--- src/rtl/qrisc32_avm_arbiter_pkg.sv ---
// -----------------------------------------------------------------------------
// risc_pack
// Shared types for the qrisc32 Avalon-MM arbiter: grant encoding constants and
// the arbiter state enum. Each state's encoding is also its grant code, so the
// state register drives the grant output directly.
// -----------------------------------------------------------------------------
package risc_pack;

  localparam logic [1:0] GRANT_NONE = 2'd0;
  localparam logic [1:0] GRANT_IR   = 2'd1;
  localparam logic [1:0] GRANT_DR   = 2'd2;
  localparam logic [1:0] GRANT_DW   = 2'd3;

  typedef enum logic [1:0] {
    IDLE   = GRANT_NONE,
    GNT_IR = GRANT_IR,
    GNT_DR = GRANT_DR,
    GNT_DW = GRANT_DW
  } arb_state_t;

endpackage

--- src/rtl/qrisc32_avm_arbiter_if.sv ---
// -----------------------------------------------------------------------------
// qrisc32_avm_arbiter_if
// Bundles the three CPU requester ports (instruction read, data read, data
// write), the shared Avalon slave port and the grant indication.
//   ir_*  : fetch-stage read port        dr_* : MEM-stage read port
//   dw_*  : MEM-stage write port         s_*  : shared slave port
//   grant : current owner (0 none, 1 IR, 2 DR, 3 DW)
// Modports: master = arbiter view, slave = requesters + slave view.
// -----------------------------------------------------------------------------
interface qrisc32_avm_arbiter_if;

  logic [31:0] ir_addr;
  logic        ir_rd;
  logic [31:0] ir_data;
  logic        ir_wait_req;

  logic [31:0] dr_addr;
  logic        dr_rd;
  logic [31:0] dr_data;
  logic        dr_wait_req;

  logic [31:0] dw_addr;
  logic        dw_wr;
  logic [31:0] dw_data;
  logic        dw_wait_req;

  logic [31:0] s_addr;
  logic        s_rd;
  logic        s_wr;
  logic [31:0] s_wdata;
  logic [31:0] s_rdata;
  logic        s_wait_req;

  logic [1:0]  grant;

  modport master (
    input  ir_addr, ir_rd, dr_addr, dr_rd, dw_addr, dw_wr, dw_data,
           s_rdata, s_wait_req,
    output ir_data, ir_wait_req, dr_data, dr_wait_req, dw_wait_req,
           s_addr, s_rd, s_wr, s_wdata, grant
  );

  modport slave (
    output ir_addr, ir_rd, dr_addr, dr_rd, dw_addr, dw_wr, dw_data,
           s_rdata, s_wait_req,
    input  ir_data, ir_wait_req, dr_data, dr_wait_req, dw_wait_req,
           s_addr, s_rd, s_wr, s_wdata, grant
  );

endinterface

--- src/rtl/qrisc32_arb_pick.sv ---
// -----------------------------------------------------------------------------
// qrisc32_arb_pick
// Combinational priority picker. Normal order DW > DR > IR; when the starve
// flag is set and IR is requesting, IR jumps to the front.
//   i_ir_rd, i_dr_rd, i_dw_wr : pending requests (already masked by caller)
//   i_starve                  : starve counter has reached its limit
//   o_next                    : owner for the next cycle (IDLE if none)
// -----------------------------------------------------------------------------
module qrisc32_arb_pick
  import risc_pack::*;
(
  input  logic       i_ir_rd,
  input  logic       i_dr_rd,
  input  logic       i_dw_wr,
  input  logic       i_starve,
  output arb_state_t o_next
);

  // NOTE: default first in every always_comb so no path leaves o_next unassigned (no latch).
  always_comb begin
    o_next = IDLE;
    if (i_starve && i_ir_rd) o_next = GNT_IR;
    else if (i_dw_wr)        o_next = GNT_DW;
    else if (i_dr_rd)        o_next = GNT_DR;
    else if (i_ir_rd)        o_next = GNT_IR;
  end

endmodule

--- src/rtl/qrisc32_avm_arbiter.sv ---
// -----------------------------------------------------------------------------
// qrisc32_avm_arbiter
// Arbitrates three CPU requesters onto one Avalon-MM slave with a registered
// grant (one-cycle arbitration latency) and IR starvation protection.
//   clk    : single clock, rising edge
//   areset : asynchronous active-low reset
//   bus    : requester + slave signals (qrisc32_avm_arbiter_if.master)
// Parameter STARVE_MAX (1..255): lost decisions before IR gets top priority.
// -----------------------------------------------------------------------------
module qrisc32_avm_arbiter
  import risc_pack::*;
#(
  parameter int STARVE_MAX = 8
) (
  input  logic                    clk,
  input  logic                    areset,
  qrisc32_avm_arbiter_if.master   bus
);

  arb_state_t r_state;
  arb_state_t w_next_state;
  arb_state_t w_pick;
  logic [7:0] r_starve_cnt;
  logic [7:0] w_starve_next;

  logic w_strobe;
  logic w_done;
  logic w_decide;
  logic w_ir_req;
  logic w_dr_req;
  logic w_dw_req;
  logic w_starve;

  // Owner's strobe; a non-owner's strobe never reaches the slave.
  always_comb begin
    w_strobe = 1'b0;
    case (r_state)
      GNT_IR:  w_strobe = bus.ir_rd;
      GNT_DR:  w_strobe = bus.dr_rd;
      GNT_DW:  w_strobe = bus.dw_wr;
      default: w_strobe = 1'b0;
    endcase
  end

  assign w_done   = w_strobe & ~bus.s_wait_req;
  assign w_decide = (r_state == IDLE) | w_done;

  // In a completion cycle the owner's strobe is still high, but that request
  // has just been served: mask it so it is not re-granted for a second
  // transfer. This gives exactly one transfer per completion.
  assign w_ir_req = bus.ir_rd & ~(w_done & (r_state == GNT_IR));
  assign w_dr_req = bus.dr_rd & ~(w_done & (r_state == GNT_DR));
  assign w_dw_req = bus.dw_wr & ~(w_done & (r_state == GNT_DW));

  assign w_starve = (r_starve_cnt == 8'(STARVE_MAX));

  qrisc32_arb_pick u_pick (
    .i_ir_rd  (w_ir_req),
    .i_dr_rd  (w_dr_req),
    .i_dw_wr  (w_dw_req),
    .i_starve (w_starve),
    .o_next   (w_pick)
  );

  // Next state and starve counter.
  always_comb begin
    w_next_state  = r_state;
    w_starve_next = r_starve_cnt;
    if (w_decide) begin
      w_next_state = w_pick;
      if ((w_pick == GNT_IR) || !w_ir_req) w_starve_next = 8'd0;
      else if (!w_starve)                  w_starve_next = r_starve_cnt + 8'd1;
    end else if (!w_strobe) begin
      // Owner abandoned its request before completion: release the bus and
      // arbitrate again next cycle.
      w_next_state = IDLE;
    end
  end

  // NOTE: sequential state uses non-blocking assignments so every register samples pre-edge values.
  always_ff @(posedge clk or negedge areset) begin
    if (!areset) begin
      r_state      <= IDLE;
      r_starve_cnt <= 8'd0;
    end else begin
      r_state      <= w_next_state;
      r_starve_cnt <= w_starve_next;
    end
  end

  // Slave-side mux and per-port wait requests, all from the current owner.
  always_comb begin
    bus.s_addr      = 32'd0;
    bus.s_rd        = 1'b0;
    bus.s_wr        = 1'b0;
    bus.s_wdata     = 32'd0;
    bus.ir_wait_req = 1'b1;
    bus.dr_wait_req = 1'b1;
    bus.dw_wait_req = 1'b1;
    case (r_state)
      GNT_IR: begin
        bus.s_addr      = bus.ir_addr;
        bus.s_rd        = bus.ir_rd;
        bus.ir_wait_req = bus.s_wait_req;
      end
      GNT_DR: begin
        bus.s_addr      = bus.dr_addr;
        bus.s_rd        = bus.dr_rd;
        bus.dr_wait_req = bus.s_wait_req;
      end
      GNT_DW: begin
        bus.s_addr      = bus.dw_addr;
        bus.s_wr        = bus.dw_wr;
        bus.s_wdata     = bus.dw_data;
        bus.dw_wait_req = bus.s_wait_req;
      end
      default: ;
    endcase
  end

  assign bus.ir_data = bus.s_rdata;
  assign bus.dr_data = bus.s_rdata;
  assign bus.grant   = r_state;

endmodule

--- src/flat_wrapper.sv ---
// flat-port wrapper written by rule: the top's interface ports become plain ports
module qrisc32_avm_arbiter_flat import risc_pack::*;
#(
  parameter int STARVE_MAX = 8
)
  (clk, areset, bus_ir_addr, bus_ir_rd, bus_dr_addr, bus_dr_rd, bus_dw_addr, bus_dw_wr, bus_dw_data, bus_s_rdata, bus_s_wait_req, bus_ir_data, bus_ir_wait_req, bus_dr_data, bus_dr_wait_req, bus_dw_wait_req, bus_s_addr, bus_s_rd, bus_s_wr, bus_s_wdata, bus_grant);
  qrisc32_avm_arbiter_if bus_i ();
  input  logic clk;
  input  logic areset;
  input wire logic [$bits(bus_i.ir_addr)-1:0] bus_ir_addr;
  input wire logic [$bits(bus_i.ir_rd)-1:0] bus_ir_rd;
  input wire logic [$bits(bus_i.dr_addr)-1:0] bus_dr_addr;
  input wire logic [$bits(bus_i.dr_rd)-1:0] bus_dr_rd;
  input wire logic [$bits(bus_i.dw_addr)-1:0] bus_dw_addr;
  input wire logic [$bits(bus_i.dw_wr)-1:0] bus_dw_wr;
  input wire logic [$bits(bus_i.dw_data)-1:0] bus_dw_data;
  input wire logic [$bits(bus_i.s_rdata)-1:0] bus_s_rdata;
  input wire logic [$bits(bus_i.s_wait_req)-1:0] bus_s_wait_req;
  output wire logic [$bits(bus_i.ir_data)-1:0] bus_ir_data;
  output wire logic [$bits(bus_i.ir_wait_req)-1:0] bus_ir_wait_req;
  output wire logic [$bits(bus_i.dr_data)-1:0] bus_dr_data;
  output wire logic [$bits(bus_i.dr_wait_req)-1:0] bus_dr_wait_req;
  output wire logic [$bits(bus_i.dw_wait_req)-1:0] bus_dw_wait_req;
  output wire logic [$bits(bus_i.s_addr)-1:0] bus_s_addr;
  output wire logic [$bits(bus_i.s_rd)-1:0] bus_s_rd;
  output wire logic [$bits(bus_i.s_wr)-1:0] bus_s_wr;
  output wire logic [$bits(bus_i.s_wdata)-1:0] bus_s_wdata;
  output wire logic [$bits(bus_i.grant)-1:0] bus_grant;
  assign bus_i.ir_addr = bus_ir_addr;
  assign bus_i.ir_rd = bus_ir_rd;
  assign bus_i.dr_addr = bus_dr_addr;
  assign bus_i.dr_rd = bus_dr_rd;
  assign bus_i.dw_addr = bus_dw_addr;
  assign bus_i.dw_wr = bus_dw_wr;
  assign bus_i.dw_data = bus_dw_data;
  assign bus_i.s_rdata = bus_s_rdata;
  assign bus_i.s_wait_req = bus_s_wait_req;
  assign bus_ir_data = bus_i.ir_data;
  assign bus_ir_wait_req = bus_i.ir_wait_req;
  assign bus_dr_data = bus_i.dr_data;
  assign bus_dr_wait_req = bus_i.dr_wait_req;
  assign bus_dw_wait_req = bus_i.dw_wait_req;
  assign bus_s_addr = bus_i.s_addr;
  assign bus_s_rd = bus_i.s_rd;
  assign bus_s_wr = bus_i.s_wr;
  assign bus_s_wdata = bus_i.s_wdata;
  assign bus_grant = bus_i.grant;
  qrisc32_avm_arbiter #(.STARVE_MAX(STARVE_MAX)) u_core (.clk(clk), .areset(areset), .bus(bus_i));
endmodule
--- config.mk ---
export PLATFORM = sky130hd
export DESIGN_NAME = qrisc32_avm_arbiter_flat
export DESIGN_NICKNAME = d
export VERILOG_FILES = /design/src/rtl/qrisc32_avm_arbiter_pkg.sv /design/src/rtl/qrisc32_avm_arbiter_if.sv /design/src/rtl/qrisc32_arb_pick.sv /design/src/rtl/qrisc32_avm_arbiter.sv /design/src/flat_wrapper.sv
export SDC_FILE = /design/constraint.sdc
export NUM_CORES = 1
export LEC_CHECK = 0
export BUFFER_PORTS_ARGS = -buffer_cell sky130_fd_sc_hd__buf_2
export CAP_MARGIN = 20
export CORE_AREA = 2 2 116 118
export CTS_CLUSTER_DIAMETER = 120
export DETAILED_ROUTE_END_ITERATION = 8
export DIE_AREA = 0 0 118 120
export GPL_TIMING_DRIVEN = 0
export PLACE_DENSITY_LB_ADDON = 0.25
export SLEW_MARGIN = 0
export SYNTH_ARGS = -nofsm -noshare
export SYNTH_HDL_FRONTEND = slang
export SYNTH_SLANG_ARGS = --single-unit
--- constraint.sdc ---
create_clock -name clk -period 2.27 [get_ports clk]
set_input_delay 0.3405 -clock clk [delete_from_list [all_inputs] [get_ports clk]]
set_output_delay 0.3405 -clock clk [all_outputs]
set_load 0.005 [all_outputs]
# --- After elaboration in Yosys (flattened, before gate mapping) ---
# Index checks and enable logic that the tools add are counted.
classes:
  n_eq_ne: 7
  add_sub_neg: 1
  n_bitwise: 12
  muxes: 16
  reduce_logical: 5
ops:
  columns: ["op", "n"]
  rows:
  - ["case mux 32 bit (3 select lines)", 1]
  - ["2-to-1 mux 32 bit", 1]
  - ["2-to-1 mux 8 bit", 2]
  - ["2-to-1 mux 2 bit", 5]
  - ["adder 8 x 1 -> 8 bit (second input constant)", 1]
  - ["equality test 8 x 4 -> 1 bit (second input constant)", 1]
  - ["bitwise AND 1 bit", 7]
  - ["2-to-1 mux 1 bit", 5]
  - ["equality test 2 x 1 -> 1 bit (second input constant)", 2]
  - ["equality test 2 bit (second input constant)", 2]
  - ["NOT 1 bit", 4]
  - ["case mux 1 bit (3 select lines)", 1]
  - ["zero test 2 bit", 1]
  - ["!= test 2 x 1 -> 1 bit (second input constant)", 1]
  - ["!= test 2 bit (second input constant)", 1]
  - ["case mux 1 bit (2 select lines)", 1]
  - ["AND reduction 2 bit", 1]
  - ["logical AND 1 bit", 1]
  - ["zero test 1 bit", 1]
  - ["logical OR 1 bit", 1]
  - ["OR 1 bit", 1]
word_totals:
  wordCells: 43
  regBits: 10
  in_bits: 166
  output_inout_bits: 135

# --- Logic depth before layout (Yosys ltp) ---
# Gate-level depths: netlist of run 1.
logic_depth:
  word_depth: 14
  ltp_mapped: 7
  ltp_nobuf: 6

# --- Hierarchy ---
# Synthesis of run 1 repeated with hierarchy kept, for this count alone.
unflattened:
  cells_unflattened: 262
  area_unflattened_um2: 1969.4
modules_own_cells:
  columns: ["mod", "seq_area_each_um2", "area_per_inst_um2", "instances", "cells_each"]
  rows:
  - ["qrisc32_avm_arbiter", 250.2, 1946.9, 1, 258]
  - ["qrisc32_arb_pick", 0.0, 22.5, 1, 4]

# --- Worst setup path before layout of run 1 ---
# Ideal clock, no wire load.
synth_path:
  kind: "flip-flop to flip-flop"
  start: "reg u_core.r_state[0], in the netlist u_core.bus.grant[0]"
  end: "reg u_core.r_starve_cnt[6]"
  arrival_time_ns: 2.013
  required_time_ns: 2.144
  synth_period_minus_slack_ns: 2.140
  setup_slack_ns: 0.130
  setup_time_ns: 0.126
  path_stages_with_launch: 8
  n_path_buf: 1
  path_cell_list: "dfrtp_1 > inv_1 > ha_1 > buf_6 > a222oi_1 > o21bai_4 > nor3b_4 > a221o_1"
synth_between:
  elab_chain_len: 14
  word_cells_on_any_way: 27
  cone_classes: "eq/ne (5); mux (6); bitwise (11); reduce/logical (5)"
synth_rtl:
  columns: ["item", "line_no", "text"]
  rows:
  - ["from (decl)", "qrisc32_avm_arbiter.sv:20", "arb_state_t r_state;"]
  - ["from (signal assigned)", "qrisc32_avm_arbiter.sv:86", "r_state <= w_next_state;"]
  - ["equality test 2 bit, or another cell as far along", "qrisc32_avm_arbiter.sv:37, qrisc32_avm_arbiter.sv:53", null]
  - ["case mux 1 bit (3 select lines)", "qrisc32_avm_arbiter.sv:37", "case (r_state)"]
  - ["bitwise AND 1 bit", "qrisc32_avm_arbiter.sv:45", "assign w_done = w_strobe & ~bus.s_wait_req;"]
  - ["bitwise AND 1 bit", "qrisc32_avm_arbiter.sv:51", "assign w_ir_req = bus.ir_rd & ~(w_done & (r_state == GNT_IR));"]
  - ["NOT 1 bit", "qrisc32_avm_arbiter.sv:51", null]
  - ["bitwise AND 1 bit", "qrisc32_avm_arbiter.sv:51", null]
  - ["2-to-1 mux 1 bit", "qrisc32_arb_pick.sv:25", "else if (i_ir_rd) o_next = GNT_IR;"]
  - ["2-to-1 mux 2 bit", "qrisc32_arb_pick.sv:24", "else if (i_dr_rd) o_next = GNT_DR;"]
  - ["2-to-1 mux 2 bit", "qrisc32_arb_pick.sv:23", "else if (i_dw_wr) o_next = GNT_DW;"]
  - ["2-to-1 mux 2 bit", "qrisc32_arb_pick.sv:22", "if (i_starve && i_ir_rd) o_next = GNT_IR;"]
  - ["equality test 2 x 1 -> 1 bit", "qrisc32_avm_arbiter.sv:71", "if ((w_pick == GNT_IR) || !w_ir_req) w_starve_next = 8'd0;"]
  - ["logical OR 1 bit", "qrisc32_avm_arbiter.sv:71", null]
  - ["!= test 2 x 1 -> 1 bit (no line)", null, null]
  - ["AND reduction 2 bit (no line)", null, null]
  - ["to (signal assigned)", "qrisc32_avm_arbiter.sv:87", "r_starve_cnt <= w_starve_next;"]
  - ["to (decl)", "qrisc32_avm_arbiter.sv:23", "logic [7:0] r_starve_cnt;"]
# Parallel ways exist; a longest one is shown, timed or not.
# A chain may end at the register's enable or synchronous reset.

# --- Final worst setup path of run 1 ---
layout_path:
  start: "reg u_core.r_state[1], in the netlist u_core.bus.grant[1]"
  end: "out bus_s_addr[26]"
layout_between:
  elab_chain_len: 2
  word_cells_on_any_way: 4
  cone_classes: "eq/ne (3); mux (1)"
layout_rtl:
  columns: ["item", "line_no", "text"]
  rows:
  - ["equality test 2 bit / equality test 2 x 1 -> 1 bit (equally long branches)", "qrisc32_avm_arbiter.sv:100", "case (r_state)"]
  - ["case mux 32 bit (3 select lines) (*)", "qrisc32_avm_arbiter.sv:100", null]
  - ["to (decl)", "flat_wrapper.sv:24", "output wire logic [$bits(bus_i.s_addr)-1:0] bus_s_addr;"]
# Every way passes the cells marked *; elsewhere a longest branch is shown, timed or not.

==> results by group, run 1 <==
Yosys
  – Synth cell types: 38
  – Seq/Total Area, Yosys: 0.125
  – Synth top cells by count: buf_4 (64), nor2_1 (38), a222oi_1 (33), and2_1 (33), clkbuf_1 (17)
  – Post-Syn Nets: 435
  – Synth warnings: 0
  – Synth Cell Area: 2000 sq um
  – Avg Inst Size Synth: 7.63 sq um
  – Most frequent cell after synthesis: buf_4
  – Number of flops mapped to enable cells by yosys: 0
  – Synth Instances: 262
  – Post-synth top area cell: buf_4
  – Top_reg_cell synth: dfrtp_1
  – Ranking of synthesized cells by area: buf_4 (24%), a222oi_1 (17%), dfrtp_1 (13%)
  – Post-synth top area share: 0.240
  – Async SR Flop Fraction: 1.00
  – Synth Register Bits: 10

Floorplan
  – Die H: 120 um
  – Die X: 118 um
  – Core Box Area: 13000 sq um
  – Starting Density: 0.154
  – Row cnt: 42
  – I/O pins: 301
  – Die area: 14200 sq um

Critical path
  – Critical Path RT: 1.93 ns
  – Setup CP Type: flip-flop to output pin
  – FF-to-FF setup slack: 0.11 ns
  – Setup crit end kind: output pin
  – Capturing point of the worst reg2reg path: u_core.r_starve_cnt[6]
  – CP startpoint kind: flip-flop
  – Reg2Reg Depth: 8
  – Arrival time at the worst endpoint: 1.88 ns
  – Critical path peak fanout: 10
  – R2R Path Start: u_core.bus.grant[1]

Placement
  – Detailed placement HPWL: 8880 um
  – Pre-CTS WS: -0.228 ns
  – Placer Congestion: 0.799
  – IO Port Bufs: 268
  – Dpl cells: 706

Clock network
  – Clock sink count: 10
  – Clock transition at path regs: 0.04 ns
  – Max clock buf depth: 2
  – CTS root buf: clkbuf_16
  – Clock Latency Late Sink: 0.23 ns
  – Clock H-tree levels: 1
  – Num CTS Buffers: 3
  – CTS tree: yes

STA
  – Max Fclk: 450 MHz
  – Final setup margin: 0.0484 ns
  – RSZ-0062 raised after global routing: true
  – Tightest Pin Transition: 0.531 ns
  – Max Slew Vio Count: 0
  – Final period util: 0.979
  – Layout Skew: 0.00245 ns
  – Setup TNS: 0 ns
  – Slew margin rel.: 0.646
  – Tmin final: 2.22 ns
  – Final setup vio count: 0
  – Hold Fails Final Rpt: 0

Finish
  – Layout cell share with drive strength beyond 1: 0.687
  – Final Util: 0.294
  – Final cell count without fillers: 723
  – P&R area growth vs syn: 91.1%
  – Layout net count: 721

Power and ir drop
  – Pwr Total: 3.22 mW
  – Pleak: 2.19 nW
  – VDD IR max: 0.342 mV
  – Pwr per Cell Area: 842 nW/um^2

Global route
  – Pin count of the biggest net entering global routing: 11
  – Remaining Overflow, GRT: 0
  – Initial antenna violation count: 1
  – First-pass GRT wire length: 15300 um
  – Number of global-route vias before repair: 2871
  – GRT Total Usage: 0.131

Routing
  – Initial DRT Pass Iterations: 5
  – DR DRC count: 0
  – Final wirelength: 10400 um
  – WL per Instance: 14.3 um
  – Vias: 3037
  – Iteration-0 DRC Markers: 197
  – Detail Route Antenna Nets: 0
  – Via density: 4.20

Min path
  – Hold Path End: u_core.bus.grant[0]
  – Hold depth: 3
  – Worst min-delay path class: primary input to flip-flop
  – Hold path start: bus_dw_wr

Job
  – Max Cap Viol: 0

Outcome
  – Outcome: complete, no violations
[per-stage QoR]
step | cell area (sq um) | hold WS, ns
floorplan | 2000 | 0.0449
global placement | 3560 | 0.218
detailed placement | 3560 | 0.219
CTS | 3780 | 0.486
global route | 3820 | 0.498
finish | 3820 | 0.480
[worst max-delay path, stage by stage, from the launching register on]
cell and delay [ns]:
dfrtp_2 0.39, inv_2 0.06, ha_1 0.19, buf_6 0.13, clkbuf_8 0.15, a222oi_1 0.48, nor2_1 0.09, buf_2 0.15
[per-layer routing]
metal,GRT usage,up-vias,wire length (um)
met5,0,-,0
met4,0.00904,0,55
met3,0.0333,6,788
met2,0.241,167,5300
met1,0.161,1400,4220
li1,-,1464,-
[sequential cells by signal, summed over array words and instances, names as in the netlist]
register             flops
u_core.bus.grant         2
u_core.r_starve_cnt      8
[repair_timing]
action,4_1_cts,5_1_grt
hold buffers,1,0
endpoints found under the setup margin,71,37
setup buffers,10,5
pin swaps,4,8
hold endpoints to repair,10,0
resized for setup,20,12
[how the worst max path moves through the flow]
stage	startpoint	endpoint	slack, ns
floorplan	u_core.bus.grant[0]	u_core.r_starve_cnt[6]	0.13
global placement	u_core.bus.grant[0]	bus_s_addr[30]	-0.18
detailed placement	u_core.bus.grant[0]	bus_s_addr[30]	-0.23
CTS	u_core.bus.grant[0]	bus_s_addr[30]	-0.002
global route	u_core.bus.grant[0]	bus_s_addr[30]	-0.05
finish	u_core.bus.grant[1]	bus_s_addr[26]	0.05
[layout make-up]
class	count	area [sq um]
antenna	1	2.50
buffer	81	607
clock buffer	3	75.1
fill	1458	9160
inverter	7	26.3
multi-input combinational	162	1180
sequential	10	251
tap	176	220
timing repair buffer	283	1460
[cell families (layout without fill, tap and decap cells)]
group,after synthesis,in the layout,synth area share
and+or+nand+nor,97,97,0.254
AOI/OAI and AO/OA,56,56,0.269
adders and majority gates,7,7,0.0438
other,0,1,0
DFF,10,10,0.125
muxes,2,2,0.0106
buffers and inverters,90,374,0.297
[report_power, final]
group	leakage, nW	internal (mW)	total (mW)	switching, mW
Clock	0.0370	0.228	0.306	0.0779
Sequential	0.133	0.215	0.253	0.0382
Combinational	2.02	1.33	2.66	1.33
[cell usage in the layout, fill, tap and decap left out, types with 4 or more instances in the layout]
cell      instances
inv_1             5
buf_4            77
buf_2           268
clkbuf_8          5
a22o_1            4
nand2_1           5
a222oi_1         33
and2_1           33
ha_1              4
nor2_1           37
clkbuf_2          4
dfrtp_1           9
clkbuf_1          7
nor3_1            5
o31ai_1           4
No activity file was read; power rests on OpenSTA's default activity.
==> run 2, diff against run 1 <==
--- a/config.mk
+++ b/config.mk
@@ -5,14 +5,13 @@
 export SDC_FILE = /design/constraint.sdc
 export NUM_CORES = 1
 export LEC_CHECK = 0
-export BUFFER_PORTS_ARGS = -buffer_cell sky130_fd_sc_hd__buf_2
 export CAP_MARGIN = 20
-export CORE_AREA = 2 2 116 118
+export CORE_AREA = 2 2 118 120
 export CTS_CLUSTER_DIAMETER = 120
 export DETAILED_ROUTE_END_ITERATION = 8
-export DIE_AREA = 0 0 118 120
+export DIE_AREA = 0 0 120 122
+export DONT_BUFFER_PORTS = 1
 export GPL_TIMING_DRIVEN = 0
-export PLACE_DENSITY_LB_ADDON = 0.25
 export SLEW_MARGIN = 0
 export SYNTH_ARGS = -nofsm -noshare
 export SYNTH_HDL_FRONTEND = slang
==> results by group, run 2 (synthesis results as in run 1) <==
STA
  – Final setup margin: 0.0561 ns
  – Max Slew Vio Count: 0
  – Final setup vio count: 0
  – Hold Fails Final Rpt: 0
  – Tmin final: 2.21 ns
  – Layout Skew: 0.00766 ns
  – Final period util: 0.975
  – Max Fclk: 452 MHz
  – RSZ-0062 raised after global routing: false
  – Tightest Pin Transition: 0.549 ns
  – Slew margin rel.: 0.634

Global route
  – GRT Total Usage: 0.116
  – Initial antenna violation count: 0
  – Remaining Overflow, GRT: 0
  – Number of global-route vias before repair: 1940
  – First-pass GRT wire length: 12500 um
  – Pin count of the biggest net entering global routing: 11

Routing
  – Final wirelength: 9890 um
  – DR DRC count: 0
  – Iteration-0 DRC Markers: 313
  – WL per Instance: 21.4 um
  – Via density: 4.71
  – Initial DRT Pass Iterations: 6
  – Detail Route Antenna Nets: 0
  – Vias: 2181

Power and ir drop
  – VDD IR max: 0.213 mV
  – Pleak: 1.09 nW
  – Pwr per Cell Area: 1140 nW/um^2
  – Pwr Total: 2.94 mW

Placement
  – Dpl cells: 442
  – Pre-CTS WS: -0.226 ns
  – IO Port Bufs: 0
  – Detailed placement HPWL: 8270 um
  – Placer Congestion: 0.796

Finish
  – Layout cell share with drive strength beyond 1: 0.399
  – Antenna Cells: 0
  – Max FFs per register: 8
  – Most frequent cells in the layout: buf_4 (81), nor2_1 (37), a222oi_1 (33), and2_1 (33)
  – P&R area growth vs syn: 29.0%
  – Area of the multi-input gates: 1200 sq um
  – Filler cells: 1510
  – Final cell count without fillers: 463
  – Layout net count: 457
  – FF/Latch Area: 253 sq um
  – Largest reg by FF count: u_core.r_starve_cnt
  – Final Util: 0.191
  – Commonest non-fill, non-tap cell in the layout: buf_4

Clock network
  – Clock transition at path regs: 0.05 ns
  – Clock H-tree levels: 1
  – Num CTS Buffers: 3
  – CTS root buf: clkbuf_16
  – Clock Latency Late Sink: 0.25 ns
  – Max clock buf depth: 2
  – CTS tree: yes
  – Clock sink count: 10

Floorplan
  – Core Box Area: 13500 sq um
  – Die H: 122 um
  – I/O pins: 301
  – Die X: 120 um
  – Starting Density: 0.148
  – Die area: 14600 sq um
  – Row cnt: 43

Critical path
  – Setup CP Type: flip-flop to output pin
  – Critical Path RT: 1.93 ns
  – CP startpoint kind: flip-flop
  – Arrival time at the worst endpoint: 1.87 ns
  – Setup crit end kind: output pin
  – Critical path peak fanout: 6
  – FF-to-FF setup slack: 0.09 ns

Min path
  – Worst min-delay path class: primary input to flip-flop

Outcome
  – Outcome: complete, no violations

Job
  – Max Cap Viol: 0
[run 2: area by class of cell]
type,instances,share of cell area
tap,180,0.0874
buffer,80,0.234
clock buffer,4,0.0345
multi-input combinational,162,0.466
timing repair buffer,20,0.0684
inverter,7,0.0112
sequential,10,0.0981
[run 2: final timing paths]
path                                          end                   start  cells past startpoint
setup / recovery                   bus_s_addr[28]     u_core.bus.grant[1]                      6
hold / removal                u_core.bus.grant[0]               bus_dw_wr                      2
min in group asynchronous  u_core.r_starve_cnt[3]                  areset                      1
hold reg to reg            u_core.r_starve_cnt[7]  u_core.r_starve_cnt[7]                      1
max in group asynchronous     u_core.bus.grant[0]                  areset                      1
setup reg to reg           u_core.r_starve_cnt[7]     u_core.bus.grant[0]                      7
[run 2: per-stage QoR]
step                cell area, sq um  setup TNS, ns  hold slack, ns
floorplan                       2000              0          0.0449
global placement                2220          -2.25          0.0454
detailed placement              2220          -4.08          0.0454
CTS                             2530         -0.141           0.294
global route                    2580              0           0.301
finish                          2580              0           0.289
[run 2: where the power goes]
| group | switching (mW) | internal [mW] | total [mW] |
|---|---|---|---|
| clock network | 0.0940 | 0.266 | 0.360 |
| logic | 1.28 | 1.03 | 2.30 |
| registers | 0.0653 | 0.217 | 0.282 |
[run 2: metal layers]
layer | part of all wire | track usage | up-vias
met5 | 0 | 0 | -
met4 | 0.0082 | 0.0184 | 0
met3 | 0.084 | 0.0281 | 5
met2 | 0.52 | 0.209 | 151
met1 | 0.39 | 0.141 | 1088
li1 | - | - | 937
[run 2: timing repair]
item / CTS / global route
buffers inserted: 14 / 5
setup endpoints to repair: 71 / 57
endpoints found under the hold margin: 10 / 0
hold buffers: 1 / 0
pin swaps: 13 / 10
gates resized for setup: 29 / 9
[run 2: critical path, stage by stage (launching register included)]
cell and delay, ns:
dfrtp_2 0.45, inv_2 0.09, ha_4 0.21, clkbuf_16 0.16, buf_6 0.12, a222oi_1 0.45
nor2_1 0.14
